===== src/rtl/adder_fifo_pkg.sv =====
// Shared defaults and entry layout for the adder result FIFO.
// Latency: n/a (types and constants only).
// Backpressure: n/a.
package adder_fifo_pkg;

    localparam int WIDTH_DEFAULT = 32;
    localparam int DEPTH_DEFAULT = 4;

    // One buffered adder result at the default data width; carry sits above sum
    typedef struct packed {
        logic                     carry;
        logic [WIDTH_DEFAULT-1:0] sum;
    } result_t;

endpackage


===== src/rtl/adder_fifo_mem.sv =====
// Result storage array: one synchronous write port, one asynchronous read port.
// Latency: written entry readable the cycle after the write edge.
// Backpressure: none; the caller guarantees it never overwrites a live entry.
module adder_fifo_mem #(
    parameter int DW    = 33,
    parameter int DEPTH = 4,
    localparam int AW   = $clog2(DEPTH)
) (
    input  logic          clk,
    input  logic          wr_en,
    input  logic [AW-1:0] wr_addr,
    input  logic [DW-1:0] wr_dat,
    input  logic [AW-1:0] rd_addr,
    output logic [DW-1:0] rd_dat
);

    logic [DW-1:0] mem_q [DEPTH];

    // Storage is deliberately not reset; occupancy tracking decides what is valid
    always_ff @(posedge clk) begin
        if (wr_en) begin
            mem_q[wr_addr] <= wr_dat;
        end
    end

    assign rd_dat = mem_q[rd_addr];

endmodule


===== src/rtl/adder_result_fifo.sv =====
// First-word-fall-through buffer capturing {carry, sum} results from the pipeline adder.
// Latency: 1 cycle from accepted push to out_valid; pops are combinational on out_ready.
// Backpressure: in_allow drops when full, from state only (no path from out_ready).
// Optional: define ADDER_FIFO_STATS_EN to add accepted_cnt / carry_seen outputs.
module adder_result_fifo
    import adder_fifo_pkg::*;
#(
    parameter int WIDTH = WIDTH_DEFAULT,
    parameter int DEPTH = DEPTH_DEFAULT,
    localparam int AW   = $clog2(DEPTH)
) (
    input  logic             clk,
    input  logic             rst,
    input  logic             flush,
    input  logic             in_valid,
    input  logic [WIDTH-1:0] in_sum,
    input  logic             in_carry,
    output logic             in_allow,
    output logic             out_valid,
    input  logic             out_ready,
    output logic [WIDTH-1:0] out_sum,
    output logic             out_carry,
    output logic [AW:0]      count
`ifdef ADDER_FIFO_STATS_EN
    ,
    output logic [15:0]      accepted_cnt,
    output logic             carry_seen
`endif
);

    // Same layout as result_t, but sized by this instance's WIDTH
    typedef struct packed {
        logic             carry;
        logic [WIDTH-1:0] sum;
    } entry_t;

    localparam logic [AW:0] CNT_FULL = (AW+1)'(DEPTH);

    logic [AW-1:0] wr_ptr_q, wr_ptr_d;
    logic [AW-1:0] rd_ptr_q, rd_ptr_d;
    logic [AW:0]   count_q,  count_d;

    logic   push;
    logic   pop;
    logic   wr_en;
    entry_t wr_entry;
    entry_t rd_entry;

    assign in_allow  = (count_q != CNT_FULL);
    assign out_valid = (count_q != '0);
    assign push      = in_valid & in_allow;
    assign pop       = out_valid & out_ready;
    // A push coinciding with flush/reset is dropped, so it must not land in storage either
    assign wr_en     = push & ~flush & ~rst;

    assign wr_entry.carry = in_carry;
    assign wr_entry.sum   = in_sum;

    adder_fifo_mem #(
        .DW    ($bits(entry_t)),
        .DEPTH (DEPTH)
    ) u_mem (
        .clk     (clk),
        .wr_en   (wr_en),
        .wr_addr (wr_ptr_q),
        .wr_dat  (wr_entry),
        .rd_addr (rd_ptr_q),
        .rd_dat  (rd_entry)
    );

    assign out_sum   = rd_entry.sum;
    assign out_carry = rd_entry.carry;
    assign count     = count_q;

    // Next pointer/occupancy: flush wipes everything, otherwise advance on push/pop
    always_comb begin
        wr_ptr_d = wr_ptr_q;
        rd_ptr_d = rd_ptr_q;
        count_d  = count_q;
        if (flush) begin
            wr_ptr_d = '0;
            rd_ptr_d = '0;
            count_d  = '0;
        end else begin
            if (push) wr_ptr_d = wr_ptr_q + AW'(1);
            if (pop)  rd_ptr_d = rd_ptr_q + AW'(1);
            case ({push, pop})
                2'b10:   count_d = count_q + (AW+1)'(1);
                2'b01:   count_d = count_q - (AW+1)'(1);
                default: count_d = count_q;
            endcase
        end
    end

    // Pointer/occupancy registers; reset takes priority over everything
    always_ff @(posedge clk) begin
        if (rst) begin
            wr_ptr_q <= '0;
            rd_ptr_q <= '0;
            count_q  <= '0;
        end else begin
            wr_ptr_q <= wr_ptr_d;
            rd_ptr_q <= rd_ptr_d;
            count_q  <= count_d;
        end
    end

`ifdef ADDER_FIFO_STATS_EN
    logic [15:0] accepted_cnt_q, accepted_cnt_d;
    logic        carry_seen_q,   carry_seen_d;

    // Statistics follow entries that actually get stored; flush leaves them alone
    always_comb begin
        accepted_cnt_d = accepted_cnt_q;
        carry_seen_d   = carry_seen_q;
        if (wr_en) begin
            if (accepted_cnt_q != 16'hFFFF) accepted_cnt_d = accepted_cnt_q + 16'd1;
            if (in_carry)                   carry_seen_d   = 1'b1;
        end
    end

    // Statistics registers, cleared by reset only
    always_ff @(posedge clk) begin
        if (rst) begin
            accepted_cnt_q <= '0;
            carry_seen_q   <= 1'b0;
        end else begin
            accepted_cnt_q <= accepted_cnt_d;
            carry_seen_q   <= carry_seen_d;
        end
    end

    assign accepted_cnt = accepted_cnt_q;
    assign carry_seen   = carry_seen_q;
`endif

endmodule


===== config.mk =====
export PLATFORM = sky130hd
export DESIGN_NAME = adder_result_fifo
export DESIGN_NICKNAME = d
export VERILOG_FILES = /design/src/rtl/adder_fifo_pkg.sv /design/src/rtl/adder_fifo_mem.sv /design/src/rtl/adder_result_fifo.sv
export SDC_FILE = /design/constraint.sdc
export NUM_CORES = 1
export LEC_CHECK = 0
export CELL_PAD_IN_SITES_DETAIL_PLACEMENT = 2
export CELL_PAD_IN_SITES_GLOBAL_PLACEMENT = 2
export CORE_MARGIN = 2
export CORE_UTILIZATION = 45
export DETAILED_ROUTE_END_ITERATION = 10
export PLACE_DENSITY = 0.85
export REMOVE_ABC_BUFFERS = 1
export SKIP_LAST_GASP = 1
export SYNTH_ARGS = -nofsm -noshare
export SYNTH_HDL_FRONTEND = slang
export SYNTH_SLANG_ARGS = --single-unit

===== constraint.sdc =====
create_clock -name clk -period 3.69 [get_ports clk]
set_input_delay 0.369 -clock clk [delete_from_list [all_inputs] [get_ports clk]]
set_output_delay 0.369 -clock clk [all_outputs]
set_load 0.01 [all_outputs]

==> impl_summary.log, run 1 <==
[metrics] result of the run: finished clean
[metrics] type of origin of the critical path: flop
[metrics] number of global-route vias before repair: 2855
[metrics] first-pass GRT wire length: roughly 18 mm
[metrics] # IOs: 76
[metrics] top achievable clock speed: 0.342 GHz
[metrics] number of vias in the routed layout: 2531
[metrics] number of cells upsized or downsized after cts: 0
[metrics] # Post-CTS Setup Buffers: 0
[metrics] area enclosed by the die boundary: 0.0125 mm²
[metrics] critical path fanouts, max: 17
[metrics] maximum capacitance violations: 0
[metrics] leakage component of the power: 0.00211 µW
[metrics] total CTS buffers: 17
[metrics] Core Area: 0.0114 mm²
[metrics] count of standard-cell rows: 39
[metrics] data required time at the worst endpoint: 3320 ps
[metrics] Placed Area: 0.00615 mm²
[metrics] initial antenna violation count: 1
[metrics] count of unique library cells instantiated by Yosys: 27
[metrics] Die Wd: 112 µm
[metrics] area used by multi-input combinational logic: 0.00103 mm²
[metrics] Hold-fix buffers, CTS: 0
[metrics] most common cell after layout, fill and taps aside: edfxtp_1
[metrics] Yosys reg bits: 141
[metrics] number of buffers on the longest clock path: 2
[metrics] total gr overflow: 0
[metrics] clock transition time at the flip-flop clock pins of the worst setup and hold paths: 50 ps
[metrics] worst endpoint data arrival time: about 2600 ps
[metrics] initial cell density of the core: 45.9%
[metrics] detail-routed via count per cell: between 5 and 6
[metrics] Synthesis Warnings: 0
[metrics] delay of the slowest cell on the worst path: 790 ps
[metrics] Post-DP HPWL: 7.86 mm
[metrics] worst hold path type: flop to flop
[metrics] flip-flop and latch area: 0.00415 mm²
[metrics] max-slew violation count: 0
[metrics] final design area excluding fillers: 0.00665 mm²
[metrics] Slew HR: 36.5%
[metrics] Tmin final: 2930 ps
[metrics] final count of negative-setup-slack endpoints: 0
[metrics] cell chosen for the clock root: clkbuf_16
[metrics] maximum number of pins on one net before global-route repair: 34
[metrics] routed wire length: about 12 mm
[metrics] total iterations of the first detailed-routing run: 4
[metrics] layout overhead on the synthesized area: 26.7%
[metrics] layout cells sized above 1: 21.4%
[metrics] Primary FF master, synth: edfxtp_1
[metrics] worst supply voltage drop on vdd: roughly 0.48 mV
[metrics] Post-Syn Instances: 226
[metrics] Final #Nets: 355
[metrics] residual DRC count: 0
[metrics] setup TNS: 0 ps
[metrics] TritonCTS clock tree: yes
[metrics] # clock sinks: 141
[metrics] element type at the critical path end: output port
[metrics] Least-Margin Pin Slew: approximately 950 ps
[metrics] Total Routing Usage GR: 20.7%
[metrics] average instance area after synthesis: between 20 and 25 µm²
[metrics] y dimension of the die: around 110 µm
[metrics] Starting DRT DRC Count: 77
[metrics] worst clock skew: 11.1 ps
[metrics] area of the mapped netlist: 0.00525 mm²
[metrics] routed wire length per instance: 25.6 µm
[metrics] commonest cells after routing, fill and taps aside: 132 x edfxtp_1, 75 x clkdlybuf4s50_1, 33 x mux4_2
[metrics] fraction of the cycle the final worst path needs: 79.4%
[metrics] final RePlAce weighted congestion: 0.671
[metrics] clock insertion delay at the later pin of the skew report: between 400 and 500 ps
[metrics] Detail Route Antenna Nets: 0
[metrics] CTS H-Tree Depth: 4
[metrics] count of flip-flops with a built-in enable after synthesis: 132
[metrics] standard cell with the maximum stage delay on the critical path: dfxtp_2
[metrics] ratio of total power to cell area: between 500 and 600 mW/mm²
[metrics] cell breakdown of the critical path: buf_12 > mux4_2 > clkdlybuf4s50_1
[metrics] unrepaired setup endpoints after global routing: false
[metrics] Filler Cells Inserted: 902
[metrics] WS Path Type: flop to output port
[metrics] Hold Vio Cnt, Final: 0
[metrics] Total Power: roughly 3400 µW
[metrics] fraction of synthesis flops using an asynchronous set or reset pin: 0%
[metrics] number of antenna repair diodes: 0
[metrics] input/output buffers: 75
[metrics] part of the Yosys area used for sequential elements: 79.0%
-- layout make-up --
| cell class | instances | share of cell area (%) |
|---|---|---|
| Clock buffer | 26 | 7.21 |
| Clock inverter | 4 | 0.282 |
| Inverter | 6 | 0.339 |
| Multi-Input combinational cell | 69 | 15.5 |
| Sequential cell | 141 | 62.4 |
| Tap cell | 143 | 2.69 |
| Timing Repair Buffer | 76 | 11.6 |
-- state kept, by name, indices dropped and copies added (netlist names), named ones only --
| signal | count |
|---|---|
| wr_ptr_q | 2 |
| count | 3 |
| rd_ptr_q | 2 |
| u_mem.mem_q | 132 |
-- worst max-delay path, delay by kind of cell, from the launching register on --
kind / cells / cell delay [ps]
buffers and inverters: 2 / 780
flip-flops: 1 / 790
multiplexers: 1 / 560
-- power breakdown --
part           switching [µW]  internal (µW)
combinational            71.7           92.1
clock                     567            880
sequential               11.7           1770
total                     650           2740
-- per-stage QoR --
step	worst slack [ps]	hold WS, ps	std cells	utilization, %
2_1_floorplan	1150	468	216	-
3_3_place_gp	1230	487	435	53.8
3_5_place_dp	1140	514	435	53.8
4_1_cts	696	521	465	58.2
5_1_grt	614	552	465	58.2
6_report	762	510	465	58.2
-- logic make-up (layout without fill, tap and decap cells) --
kind of cell               after synthesis  after routing  synth area share, %
DFF                                    141            141                 79.0
and+or+nand+nor                         19             19                 2.07
buffers and inverters                   16            112                 1.45
AOI/OAI and AO/OA                        6              6                0.882
adders and majority gates                6              6                 1.57
xor gates and xnor gates                 4              4                0.668
muxes                                   34             34                 14.4
-- routing by layer --
layer	GRT usage (%)	wire [µm]	share of wire (%)	up-vias
li1	-	-	-	1103
met3	6.21	603	5.1	6
met2	33.4	6050	51	80
met4	6.83	69	0.58	0
met5	0	0	0	-
met1	27.4	5180	44	1342
-- synth_stat cells (2+ instances only) --
cell	n	share of area, %
nor2_1	7	0.50
edfxtp_1	132	76
and3_1	2	0.24
a21oi_1	2	0.19
ha_1	5	1.2
buf_2	4	0.38
inv_1	6	0.43
xor2_1	3	0.50
or3_2	2	0.29
mux4_2	33	14
and3_2	2	0.29
dfxtp_1	9	3.4
nand2_1	2	0.14
clkbuf_1	4	0.29
-- path summary, 6_finish.rpt --
kind / endpoint / slack, ps / start / depth (start not counted)
setup reg to reg: count[2]$_SDFFE_PP0P_ / 1130 / count[2]$_SDFFE_PP0P_ / 9
hold reg to reg: wr_ptr_q[0]$_SDFFE_PP0P_ / 510 / wr_ptr_q[0]$_SDFFE_PP0P_ / 2
hold / removal: wr_ptr_q[0]$_SDFFE_PP0P_ / 510 / wr_ptr_q[0]$_SDFFE_PP0P_ / 2
setup / recovery: out_sum[17] / 760 / flop / 3
(Power assumes the default switching activity.)
==> run 2, diff against run 1 <==
--- a/config.mk
+++ b/config.mk
@@ -8,9 +8,9 @@
 export CELL_PAD_IN_SITES_DETAIL_PLACEMENT = 2
 export CELL_PAD_IN_SITES_GLOBAL_PLACEMENT = 2
 export CORE_MARGIN = 2
-export CORE_UTILIZATION = 45
+export CORE_UTILIZATION = 42
 export DETAILED_ROUTE_END_ITERATION = 10
-export PLACE_DENSITY = 0.85
+export PLACE_DENSITY = 0.8
 export REMOVE_ABC_BUFFERS = 1
 export SKIP_LAST_GASP = 1
 export SYNTH_ARGS = -nofsm -noshare
==> constraint.sdc (replaced) <==
create_clock -name clk -period 2.84 [get_ports clk]
set_input_delay 0.284 -clock clk [delete_from_list [all_inputs] [get_ports clk]]
set_output_delay 0.284 -clock clk [all_outputs]
set_load 0.01 [all_outputs]
==> run 2 against run 1 <==
  * Setup slack got worse by 580 ps
  * Register-to-register slack got worse by 950 ps
  * Critical path depth increased by 6
  * Sequential share of layout area decreased by 1.5 points
  * Critical path type is now flop to flop
  * Highest routed layer unchanged
  * Non-clock buffer count increased by 7
  * Clock skew decreased by 6.5 ps
  * Die area increased by 6.9%
  * Core utilization decreased by 2.0 points
  * Combinational power increased by 36%
  * Routed wire length increased by 6.2%
  * Largest cell class unchanged
==> impl_summary.log, run 2 (synthesis gave the netlist of run 1 again) <==
[metrics] result of the run: finished clean
[metrics] worst hold path type: input pin to flop
[metrics] routed wire length: 12.6 mm (+6.2%)
[metrics] Hold-fix buffers, CTS: 0 (unchanged)
[metrics] flip-flop count of the largest register, all copies and words added: 132 (unchanged)
[metrics] fin util: 56.2% (-2.0 points)
[metrics] met2 wire len: 6.48 mm (+7.2%)
[metrics] setup TNS: 0 ps (unchanged)
[metrics] Total Power: 4650 µW (+37%)
[metrics] Starting DRT DRC Count: 150 (+95%)
[metrics] most frequent cell on the critical path: inv_1
[metrics] Min-Delay Path Depth: 3 (+1)
[metrics] Die Wd: 116 µm (+3.4%)
[metrics] max-slew violation count: 0 (unchanged)
[metrics] TritonCTS clock tree: yes
[metrics] total gr overflow: 0 (unchanged)
[metrics] Crit Reg-Reg Endpoint: count[2]$_SDFFE_PP0P_
[metrics] cell breakdown of the critical path: or3b_4 > and2_4 > inv_1 > ha_1 > inv_1 > fa_1 > xor2_1 > or3_2 > a21oi_1
[metrics] Core Area: 0.0121 mm² (+6.1%)
[metrics] layout overhead on the synthesized area: 29.8%
[metrics] element type at the critical path end: flop
[metrics] Worst Hold End: wr_ptr_q[1]$_SDFFE_PP0P_
[metrics] CTS H-Tree Depth: 4 (unchanged)
[metrics] fraction of the cycle the final worst path needs: 93.5%
[metrics] delay of the slowest cell on the worst path: 460 ps (-330 ps)
[metrics] depth of the worst register-to-register path: 9 (unchanged)
[metrics] Total Routing Usage GR: 20.5% (-0.20 points)
[metrics] initial cell density of the core: 43.3% (-2.6 points)
[metrics] first-pass GRT wire length: 18.8 mm (+2.0%)
[metrics] maximum number of pins on one net before global-route repair: 34 (unchanged)
[metrics] most common cell after layout, fill and taps aside: edfxtp_1
[metrics] Least-Margin Pin Slew: 548 ps (-404 ps)
[metrics] worst clock skew: 4.65 ps (-6.46 ps)
[metrics] leakage component of the power: 0.00218 µW (+3.2%)
[metrics] unrepaired setup endpoints after global routing: false
[metrics] critical path fanouts, max: 7 (-10)
[metrics] Slew HR: 63.0% (+26 points)
[metrics] area enclosed by the die boundary: 0.0134 mm² (+6.9%)
[metrics] layout cells sized above 1: 25.4% (+3.9 points)
[metrics] flip-flop and latch area: 0.00415 mm² (unchanged)
[metrics] y dimension of the die: 116 µm (+3.4%)
[metrics] Min-Delay Startpoint: in_valid
[metrics] standard cell with the maximum stage delay on the critical path: dfxtp_1
[metrics] Max Used Layer: met4
[metrics] commonest cells after routing, fill and taps aside: 132 x edfxtp_1, 75 x clkdlybuf4s50_1, 33 x mux4_2
[metrics] # Post-CTS Setup Buffers: 0 (unchanged)
[metrics] # clock sinks: 141 (unchanged)
[metrics] area used by multi-input combinational logic: 0.00103 mm² (unchanged)
[metrics] data required time at the worst endpoint: 3180 ps (-140 ps)
[metrics] Post-DP HPWL: 7.74 mm (-1.5%)
[metrics] number of vias in the routed layout: 2621 (+3.6%)
[metrics] clock insertion delay at the later pin of the skew report: 420 ps (about the same)
[metrics] number of antenna repair diodes: 0 (unchanged)
[metrics] maximum capacitance violations: 0 (unchanged)
[metrics] final RePlAce weighted congestion: 0.734 (+9.3%)
[metrics] count of standard-cell rows: 40 (+2.6%)
[metrics] number of global-route vias before repair: 2907 (+1.8%)
[metrics] input/output buffers: 75 (unchanged)
[metrics] total CTS buffers: 17 (unchanged)
[metrics] detail-routed via count per cell: 5.25 (-3.5%)
[metrics] initial antenna violation count: 0 (-1)
[metrics] # IOs: 76 (unchanged)
[metrics] startpoint of the most critical register-to-register path: count[2]$_SDFFE_PP0P_
[metrics] final count of negative-setup-slack endpoints: 0 (unchanged)
[metrics] worst supply voltage drop on vdd: 0.430 mV (-9.5%)
[metrics] Filler Cells Inserted: 1043 (+16%)
[metrics] final design area excluding fillers: 0.00681 mm² (+2.5%)
[metrics] number of cells upsized or downsized after cts: 0 (unchanged)
[metrics] Detail Route Antenna Nets: 0 (unchanged)
[metrics] final-layout worst hold slack: 510 ps (-0.117 ps)
[metrics] routed wire length per instance: 25.3 µm (-1.0%)
[metrics] Tmin final: 2660 ps
[metrics] WL met1: 5.39 mm (+4.0%)
[metrics] flop2flop setup slack: 180 ps (-950 ps)
[metrics] clock transition time at the flip-flop clock pins of the worst setup and hold paths: 60 ps (about the same)
[metrics] worst endpoint data arrival time: 3000 ps (+440 ps)
[metrics] residual DRC count: 0 (unchanged)
[metrics] Placed Area: 0.00624 mm² (+1.6%)
[metrics] number of buffers on the longest clock path: 2 (unchanged)
[metrics] met3 routed WL: 604 µm (+0.17%)
[metrics] Final #Nets: 362 (+2.0%)
[metrics] ratio of total power to cell area: 683 mW/mm² (+34%)
[metrics] origin of the worst setup path: count[2]$_SDFFE_PP0P_
[metrics] total iterations of the first detailed-routing run: 4 (unchanged)
[metrics] WS Path Type: flop to flop
[metrics] largest register by flop count: u_mem.mem_q
[metrics] type of origin of the critical path: flop
[metrics] Hold Vio Cnt, Final: 0 (unchanged)
[metrics] cell chosen for the clock root: clkbuf_16
[metrics] top achievable clock speed: 0.377 GHz
## run 2: cell types whose count changed in the layout (fill, tap and decap cells not counted)
cell / change
buf_4: +6
clkbuf_1: -6
clkinvlp_4: +4
clkinv_2: +3
bufinv_16: +2
buf_12: +1
clkbuf_8: -1
## run 2: worst max path at each step
stage / end / cells after the start / slack, ps
after global routing: count[2]$_SDFFE_PP0P_ / 9 / 90
final: count[2]$_SDFFE_PP0P_ / 9 / 180
after detailed placement: count[2]$_SDFFE_PP0P_ / 9 / 270
after CTS: count[2]$_SDFFE_PP0P_ / 9 / 200
after floorplan: out_carry / 1 / 380
after global placement: count[2]$_SDFFE_PP0P_ / 9 / 450
## run 2: metal layers
layer	GRT usage, %	up-vias
li1	-	1122
met1	26.1	1405
met2	33.7	80
met3	6.64	14
met4	6.75	0
met5	0	-
## run 2: power breakdown
part           internal (µW)  switching (µW)
combinational            123             100
clock                   1300             825
sequential              2300            11.3
## run 2: metrics by stage
stage               cells  worst slack (ps)
detailed placement    467               270
finish                499               184
global route          499              92.0
global placement      467               446
floorplan             216               383
CTS                   499               196
## run 2: worst max-delay path, delay by kind of cell, from the launching register on
kind,cells,cell delay [ps]
AND/OR/NAND/NOR,3,1040
XOR/XNOR,1,180
buffers and inverters,2,140
flip-flops,1,460
adder cells (fa/ha/maj),2,600
AO/OA/AOI/OAI,1,170
## run 2: layout make-up
| cell class | instances | share of cell area [%] |
|---|---|---|
| Inverter | 6 | 0.331 |
| Multi-Input combinational cell | 69 | 15.1 |
| Tap cell | 168 | 3.09 |
| Timing Repair Buffer | 83 | 12.3 |
| Clock inverter | 13 | 1.82 |
| Clock buffer | 19 | 6.50 |
| Sequential cell | 141 | 60.9 |
